### config.mk
export PLATFORM = sky130hd
export DESIGN_NAME = dut_decoder_2to4_seq
export DESIGN_NICKNAME = d
export VERILOG_FILES = /design/src/rtl/dut_decoder_2to4_seq.sv
export SDC_FILE = /design/constraint.sdc
export NUM_CORES = 1
export LEC_CHECK = 0
export BUFFER_PORTS_ARGS = -buffer_cell sky130_fd_sc_hd__buf_2
export CAP_MARGIN = 25
export CORE_UTILIZATION = 45
export DETAILED_ROUTE_END_ITERATION = 10
export GPL_ROUTABILITY_DRIVEN = 0
export PLACE_DENSITY = 0.68
export SYNTH_ARGS = -nofsm -noshare
export SYNTH_HDL_FRONTEND = slang
export SYNTH_SLANG_ARGS = --single-unit
### constraint.sdc
create_clock -name clk -period 2.8 [get_ports clk]
set_clock_uncertainty 0.15 [all_clocks]
set_input_delay 0.28 -clock clk [delete_from_list [all_inputs] [get_ports clk]]
set_output_delay 0.28 -clock clk [all_outputs]
set_load 0.1 [all_outputs]
### src/rtl/dut_decoder_2to4_seq.sv
// Sequenced 2-to-4 decoder: accepts a code over valid/ready, holds the one-hot line
// for HOLD cycles, idles GAP cycles. Define DEC_ENC_CHECK_EN to build the re-encode self-check.
module dut_decoder_2to4_seq #(
    parameter int HOLD = 4,
    parameter int GAP  = 1
) (
    input  logic       clk,
    input  logic       rst,
    input  logic       en,
    input  logic       in_valid,
    output logic       in_ready,
    input  logic [1:0] code,
    output logic [3:0] y,
    output logic       y_valid,
    output logic       done,
    output logic       chk_err
);

    // A HOLD of 0 behaves as 1; counters count down to the last cycle of each phase.
    localparam int         HOLD_EFF  = (HOLD < 1) ? 1 : HOLD;
    localparam logic [7:0] HOLD_LOAD = 8'(HOLD_EFF - 1);
    localparam logic [7:0] GAP_LOAD  = 8'((GAP > 0) ? GAP - 1 : 0);
    localparam bit         HAS_GAP   = (GAP > 0);

    typedef enum logic [1:0] {
        ST_IDLE = 2'd0,
        ST_HOLD = 2'd1,
        ST_GAP  = 2'd2
    } state_t;

    state_t     state_reg;
    logic [7:0] cnt_reg;
    logic [1:0] code_reg;
    logic [3:0] y_reg;
    logic       y_valid_reg;
    logic       done_reg;
    logic [3:0] dec_code;

    for (genvar gi = 0; gi < 4; gi++) begin : g_dec
        assign dec_code[gi] = (code == 2'(gi));
    end

    assign in_ready = en && (state_reg == ST_IDLE);
    assign y        = y_reg;
    assign y_valid  = y_valid_reg;
    assign done     = done_reg;

    always_ff @(posedge clk or posedge rst) begin
        if (rst) begin
            state_reg   <= ST_IDLE;
            cnt_reg     <= 8'd0;
            code_reg    <= 2'b00;
            y_reg       <= 4'b0000;
            y_valid_reg <= 1'b0;
            done_reg    <= 1'b0;
        end else begin
            done_reg <= 1'b0;
            case (state_reg)
                ST_IDLE: begin
                    if (in_valid && in_ready) begin
                        code_reg    <= code;
                        cnt_reg     <= HOLD_LOAD;
                        y_reg       <= dec_code;
                        y_valid_reg <= 1'b1;
                        done_reg    <= (HOLD_LOAD == 8'd0);
                        state_reg   <= ST_HOLD;
                    end
                end
                ST_HOLD: begin
                    if (en) begin
                        if (cnt_reg == 8'd0) begin
                            y_reg       <= 4'b0000;
                            y_valid_reg <= 1'b0;
                            cnt_reg     <= GAP_LOAD;
                            state_reg   <= HAS_GAP ? ST_GAP : ST_IDLE;
                        end else begin
                            cnt_reg  <= cnt_reg - 8'd1;
                            // done is registered, so it is raised on entry to the last hold cycle
                            done_reg <= (cnt_reg == 8'd1);
                        end
                    end
                end
                ST_GAP: begin
                    if (en) begin
                        if (cnt_reg == 8'd0) begin
                            state_reg <= ST_IDLE;
                        end else begin
                            cnt_reg <= cnt_reg - 8'd1;
                        end
                    end
                end
                default: begin
                    state_reg <= ST_IDLE;
                end
            endcase
        end
    end

`ifdef DEC_ENC_CHECK_EN
    logic [1:0] enc_y;
    logic       y_one_hot;
    logic       chk_err_reg;

    always_comb begin
        enc_y = 2'b11;
        case (y_reg)
            4'b0001: enc_y = 2'b00;
            4'b0010: enc_y = 2'b01;
            4'b0100: enc_y = 2'b10;
            default: enc_y = 2'b11;
        endcase
    end

    assign y_one_hot = (y_reg != 4'b0000) && ((y_reg & (y_reg - 4'd1)) == 4'b0000);

    // Sticky until reset: any hold cycle whose output does not round-trip through the encoder.
    always_ff @(posedge clk or posedge rst) begin
        if (rst) begin
            chk_err_reg <= 1'b0;
        end else if (y_valid_reg && ((enc_y != code_reg) || !y_one_hot)) begin
            chk_err_reg <= 1'b1;
        end
    end

    assign chk_err = chk_err_reg;
`else
    assign chk_err = 1'b0;
`endif

endmodule

# Word level (Yosys, flattened, before mapping)
# Cells that the tools add are included.
# Widths: inputs -> output; s select.
dict set report classes {
  add_sub_neg 1
  eq_ne 12
  mux 23
  reduce_logical 10
}
# operator count
set ops {}
lappend ops {{$mux 8} 5}
lappend ops {{$pmux 8 s3} 1}
lappend ops {{$mux 4} 3}
lappend ops {{$mux 2} 5}
lappend ops {{$ne 2x2->1 const B} 5}
lappend ops {{$reduce_and 5->1} 2}
lappend ops {{$eq 8x1->1 const B} 1}
lappend ops {{$logic_not 8->1} 1}
lappend ops {{$pmux 4 s2} 1}
lappend ops {{$sub 8x1->8 const B} 1}
lappend ops {{$eq 2x2->1 const B} 3}
lappend ops {{$mux 1} 6}
lappend ops {{$pmux 2 s3} 1}
lappend ops {{$eq 2x1->1 const B} 2}
lappend ops {{$logic_not 2->1} 2}
lappend ops {{$reduce_and 4->1} 1}
lappend ops {{$reduce_bool 3->1} 1}
lappend ops {{$logic_and 1x1->1} 2}
lappend ops {{$ne 2x1->1 const B} 1}
lappend ops {{$pmux 1 s2} 1}
lappend ops {{$reduce_bool 2->1} 1}
dict set report totals {
  register_bits 16
  input_bits 6
  output_inout_bits 8
}

# Depth between registers and ports, before layout
dict set report logic_depth {
  word_depth 5
  ltp_mapped 7
  ltp_nobuf 6
}

# Worst setup path after synthesis
# Ideal clock, no wire load.
dict set report synth_path {
  path_kind {register -> register}
  start {register state_reg[0]}
  end {register y_reg[1] (netlist: y[1])}
  setup_time_ps 78
  t_arrival_ps 2018
  path_slack_ps 554
  stages_incl_launch_ff 7
  n_path_buf 0
  period_less_slack_ps 2246
  cell_sequence {dfrtp_1 > inv_1 > ha_1 > and2_1 > nor3b_1 > nand2_1 > o2bb2ai_1}
}
dict set report synth_via {
  elab_chain_cells 5
  elab_cells_between_ends 10
  classes_between {4 x eq/ne; 1 x mux; 5 x reduce/logical}
}
# element line
set synth_rtl {}
lappend synth_rtl {{start: declaration} 31} ;# state_t state_reg;
lappend synth_rtl {{start signal: assignment} 75} ;# state_reg <= HAS_GAP ? ST_GAP : ST_IDLE;
lappend synth_rtl {{$logic_not 2->1} 43} ;# assign in_ready = en && (state_reg == ST_IDLE);
lappend synth_rtl {{$logic_and 1x1->1} 43}
lappend synth_rtl {{via in_ready} 11} ;# output logic in_ready,
lappend synth_rtl {{$logic_and 1x1->1} 60} ;# if (in_valid && in_ready) begin
lappend synth_rtl {{$ne 2x1->1 (no line)} n/a}
lappend synth_rtl {{$reduce_and 4->1 (no line)} n/a}
lappend synth_rtl {{end signal: assignment} 63} ;# y_reg <= dec_code;
lappend synth_rtl {{end: declaration} 34} ;# logic [3:0] y_reg;
# The timed path passes the listed nets, and every way through them passes these cells.
# A chain may end at the register's enable or synchronous reset.

# Worst setup path after layout
dict set report layout_path {
  start {register state_reg[0]}
  end {register cnt_reg[3]}
}
dict set report layout_via {
  elab_chain_cells 5
  elab_cells_between_ends 12
  classes_between {6 x eq/ne; 1 x mux; 5 x reduce/logical}
}
# element line
set layout_rtl {}
lappend layout_rtl {{$logic_not 2->1} {43, 58}}
lappend layout_rtl {{$logic_and 1x1->1} 43}
lappend layout_rtl {{$logic_and 1x1->1} 60}
lappend layout_rtl {{$ne 2x1->1 (no line)} n/a}
lappend layout_rtl {{$reduce_and 5->1 (no line)} n/a}
lappend layout_rtl {{end signal: assignment} 77} ;# cnt_reg <= cnt_reg - 8'd1;
lappend layout_rtl {{end signal: assignment} 88} ;# cnt_reg <= cnt_reg - 8'd1;
lappend layout_rtl {{end: declaration} 32} ;# logic [7:0] cnt_reg;
# Parallel ways exist; a longest one is shown, timed or not.

==> impl_summary.txt <==
----------------------------------------------------
[Status]
  Result of the run ... completed

[Finish]
  Nets@finish ... 134
  Flip-flop count of the largest register after layout ... 8
  Antenna diodes ... 0
  Number of filler cells placed in the layout ... 193
  Layout overhead on the synthesized area ... 11.0%
  Design area ... 1140 µm²
  Fraction of layout cells with a size suffix above 1 ... 18.5%

[Worst setup path]
  Category of the worst setup path launch point ... flip-flop
  Slowest CP cell ... sky130_fd_sc_hd__a21boi_0
  Max FO, Critical Path ... 6
  Delay of the slowest critical-path stage ... 0.55 ns
  Worst R2R End ... cnt_reg[3]$_DFFE_PP0P_
  CP top delay family ... compound AO/OA/AOI/OAI gates
  Element type at the critical path end ... flip-flop
  Flop-to-flop setup slack ... 0.49 ns
  Bufs and invs on worst path ... 1
  Signal arrival time at the worst endpoint ... 2.33 ns
  Class of the most critical setup path ... flip-flop to flip-flop
  Worst reg2reg startpoint ... state_reg[0]$_DFFE_PP0P_
  CP required ... 2.82 ns
  Crit path cell chain ... inv_1, ha_1, a21boi_0, or3_1, nor2_1, a221o_1
  FF-to-FF path depth ... 6

[GRT]
  Maximum number of pins on one net before global-route repair ... 17
  All-Layer GR Usage ... 20.6%
  Global-route wire length before repair ... 3.80 mm
  Total congestion overflow ... 0
  Antenna violations before repair ... 0
  Number of global-route vias before repair ... 813

[Yosys]
  Main combinational cell family by area after synthesis ... compound AO/OA/AOI/OAI gates
  Mux contribution to synthesized area ... 4.13%
  Leading cell type by number of instances after synthesis ... sky130_fd_sc_hd__dfrtp_1
  Share of synthesized cell area in full adder, half adder and majority cells ... 9.71%
  Area of the mapped netlist ... 1030 µm²
  Synthesis Warnings ... 0
  Async set-reset flop share out of synthesis ... 100%
  Gate Count Post-Synth ... 105
  Largest cells by area after synthesis ... sky130_fd_sc_hd__dfrtp_1 (39%), sky130_fd_sc_hd__ha_1 (9.7%), sky130_fd_sc_hd__a22o_1 (4.2%)
  Syn_nets ... 119
  EDFF count, synth ... 0
  Mapped Avg Cell Area ... 9.82 µm²
  Basic-gate share of the synthesized area counting and, or, nand and nor cells ... 20.8%
  Leading cell types by count after synthesis ... sky130_fd_sc_hd__dfrtp_1 (16), sky130_fd_sc_hd__ha_1 (8), sky130_fd_sc_hd__inv_1 (8), sky130_fd_sc_hd__o21ai_0 (8)
  Main flop type after synthesis ... sky130_fd_sc_hd__dfrtp_1
  Synth Register Bits ... 16
  Number of distinct library cells after synthesis ... 37
  Portion of the post-synthesis area used by sequential elements ... 38.8%
  Fraction of synthesized cell area in xor and xnor cells ... 0%
  Compound-gate portion of the synthesized area ... 20.8%
  Cell taking the most area after synthesis ... sky130_fd_sc_hd__dfrtp_1
  Area fraction of the dominant cell type after synthesis ... 38.8%

[Die]
  Area of the die ... 2490 µm²
  Placement row count ... 16
  Die span in x ... 49.9 µm
  Vertical die dimension ... 49.9 µm
  Core box area ... 2060 µm²
  Io pins ... 14
  Starting density of the core ... 50.0%

[Timing]
  Final Max Slew Viols ... 0
  Setup total negative slack ... 0 ns
  Fin Hold WS ... 0.0507 ns
  Pin slew with the least headroom to its limit ... 0.630 ns
  Fmax ... 434 MHz
  Max_slew headroom ... 57.6%
  Hold violation count in the final report ... 0
  RSZ-0062 raised after global routing ... false
  Final number of setup-violating endpoints ... 0
  Final Cycle Share ... 82.4%
  Final worst path period need ... 2.31 ns

[Min path]
  Min-Delay Startpoint ... code[1]
  End point of the most critical hold path ... y[1]$_DFFE_PP0P_
  Cell depth of the worst min-delay path ... 2
  Min-delay worst type ... input pin to flip-flop

[Placement]
  PortBufs ... 12
  Detailed-placement wirelength estimate ... 1.62 mm
  Post-detailed-placement cell area ... 1100 µm²

[Route]
  Iteration-0 DRC Markers ... 18
  Via Count ... 880
  Post-detailed-route count of antenna-violating nets ... 0
  Average routed wire per standard cell ... 15.0 µm
  Drc violations ... 0
  Routed via count divided by cell count ... 6.03
  TritonRoute pass-1 iters ... 4
  WL final ... 2.19 mm

[CTS]
  Root Buffer ... sky130_fd_sc_hd__clkbuf_4
  CTS tree ... yes
  Number of setup buffers added after CTS ... 0
  H-tree levels ... 1
  Reg clk slew, reported paths ... 0.10 ns
  Num CTS Buffers ... 3
  Cts repair resizes ... 0
  Clock network latency to the later pin of the worst-skew pair ... 0.29 ns
  CTS Buffer Depth ... 2
  Hold_buf cts ... 1
  CTS sink count ... 16

[Job]
  Count of maximum capacitance violations ... 0

----------------------------------------------------
-- cell families (layout without fill, tap and decap cells) --
family / Yosys count / after routing
fa+ha+maj: 8 / 8
compound gates: 29 / 29
mux: 4 / 4
other cells: 1 / 1
buf+inv: 11 / 25
simple gates: 36 / 36
flops: 16 / 16
-- area by class of cell --
cell class / instances / area, µm² / share of cell area, %
multi-input cells: 78 / 574 / 50.2
well taps: 27 / 33.8 / 2.95
inverters: 8 / 30.0 / 2.62
flip-flops and latches: 16 / 400 / 35.0
clock buffers: 4 / 36.3 / 3.17
repair buffers: 13 / 70.1 / 6.12
-- metal layers --
layer,share of wire (%),up-vias,GRT usage (%)
li1,-,422,-
met1,47,413,27.5
met2,46,39,31.5
met3,5.7,6,7.10
met4,1.6,0,5.24
met5,0,-,0
-- cells in the final DEF (no fill, tap or decap), types with 2 or more instances in the layout --
master	instances
sky130_fd_sc_hd__clkbuf_4	3
sky130_fd_sc_hd__nor4_1	5
sky130_fd_sc_hd__nor3b_1	3
sky130_fd_sc_hd__mux2i_1	2
sky130_fd_sc_hd__nor2_1	7
sky130_fd_sc_hd__mux2_2	2
sky130_fd_sc_hd__ha_1	8
sky130_fd_sc_hd__a221o_1	2
sky130_fd_sc_hd__nand2_1	3
sky130_fd_sc_hd__o2bb2ai_1	2
sky130_fd_sc_hd__dfrtp_1	16
sky130_fd_sc_hd__nor3_1	7
sky130_fd_sc_hd__a22o_1	5
sky130_fd_sc_hd__o21ai_0	8
sky130_fd_sc_hd__a21oi_1	2
sky130_fd_sc_hd__inv_1	8
sky130_fd_sc_hd__buf_2	12
sky130_fd_sc_hd__a21o_1	3
-- per-stage QoR --
stage | worst slack [ns] | std cells | util [%]
finish | 0.494 | 146 | 55.5
global route | 0.299 | 146 | 55.5
CTS | 0.514 | 146 | 55.5
detailed placement | 0.520 | 141 | 53.3
global placement | 0.633 | 141 | 53.3
floorplan | 0.554 | 105 | -
-- worst max path at each step --
| stage | startpoint | endpoint | cells after the start |
|---|---|---|---|
| floorplan | state_reg[0]$_DFFE_PP0P_ | y[1]$_DFFE_PP0P_ | 6 |
| global placement | state_reg[0]$_DFFE_PP0P_ | cnt_reg[3]$_DFFE_PP0P_ | 6 |
| detailed placement | state_reg[0]$_DFFE_PP0P_ | cnt_reg[3]$_DFFE_PP0P_ | 6 |
| CTS | state_reg[0]$_DFFE_PP0P_ | cnt_reg[3]$_DFFE_PP0P_ | 6 |
| global route | state_reg[0]$_DFFE_PP0P_ | cnt_reg[3]$_DFFE_PP0P_ | 6 |
| finish | state_reg[0]$_DFFE_PP0P_ | cnt_reg[3]$_DFFE_PP0P_ | 6 |
Power is left out: the tool's default activity adds up to more than one toggle a clock period on the data nets, which glitch-free logic cannot reach.
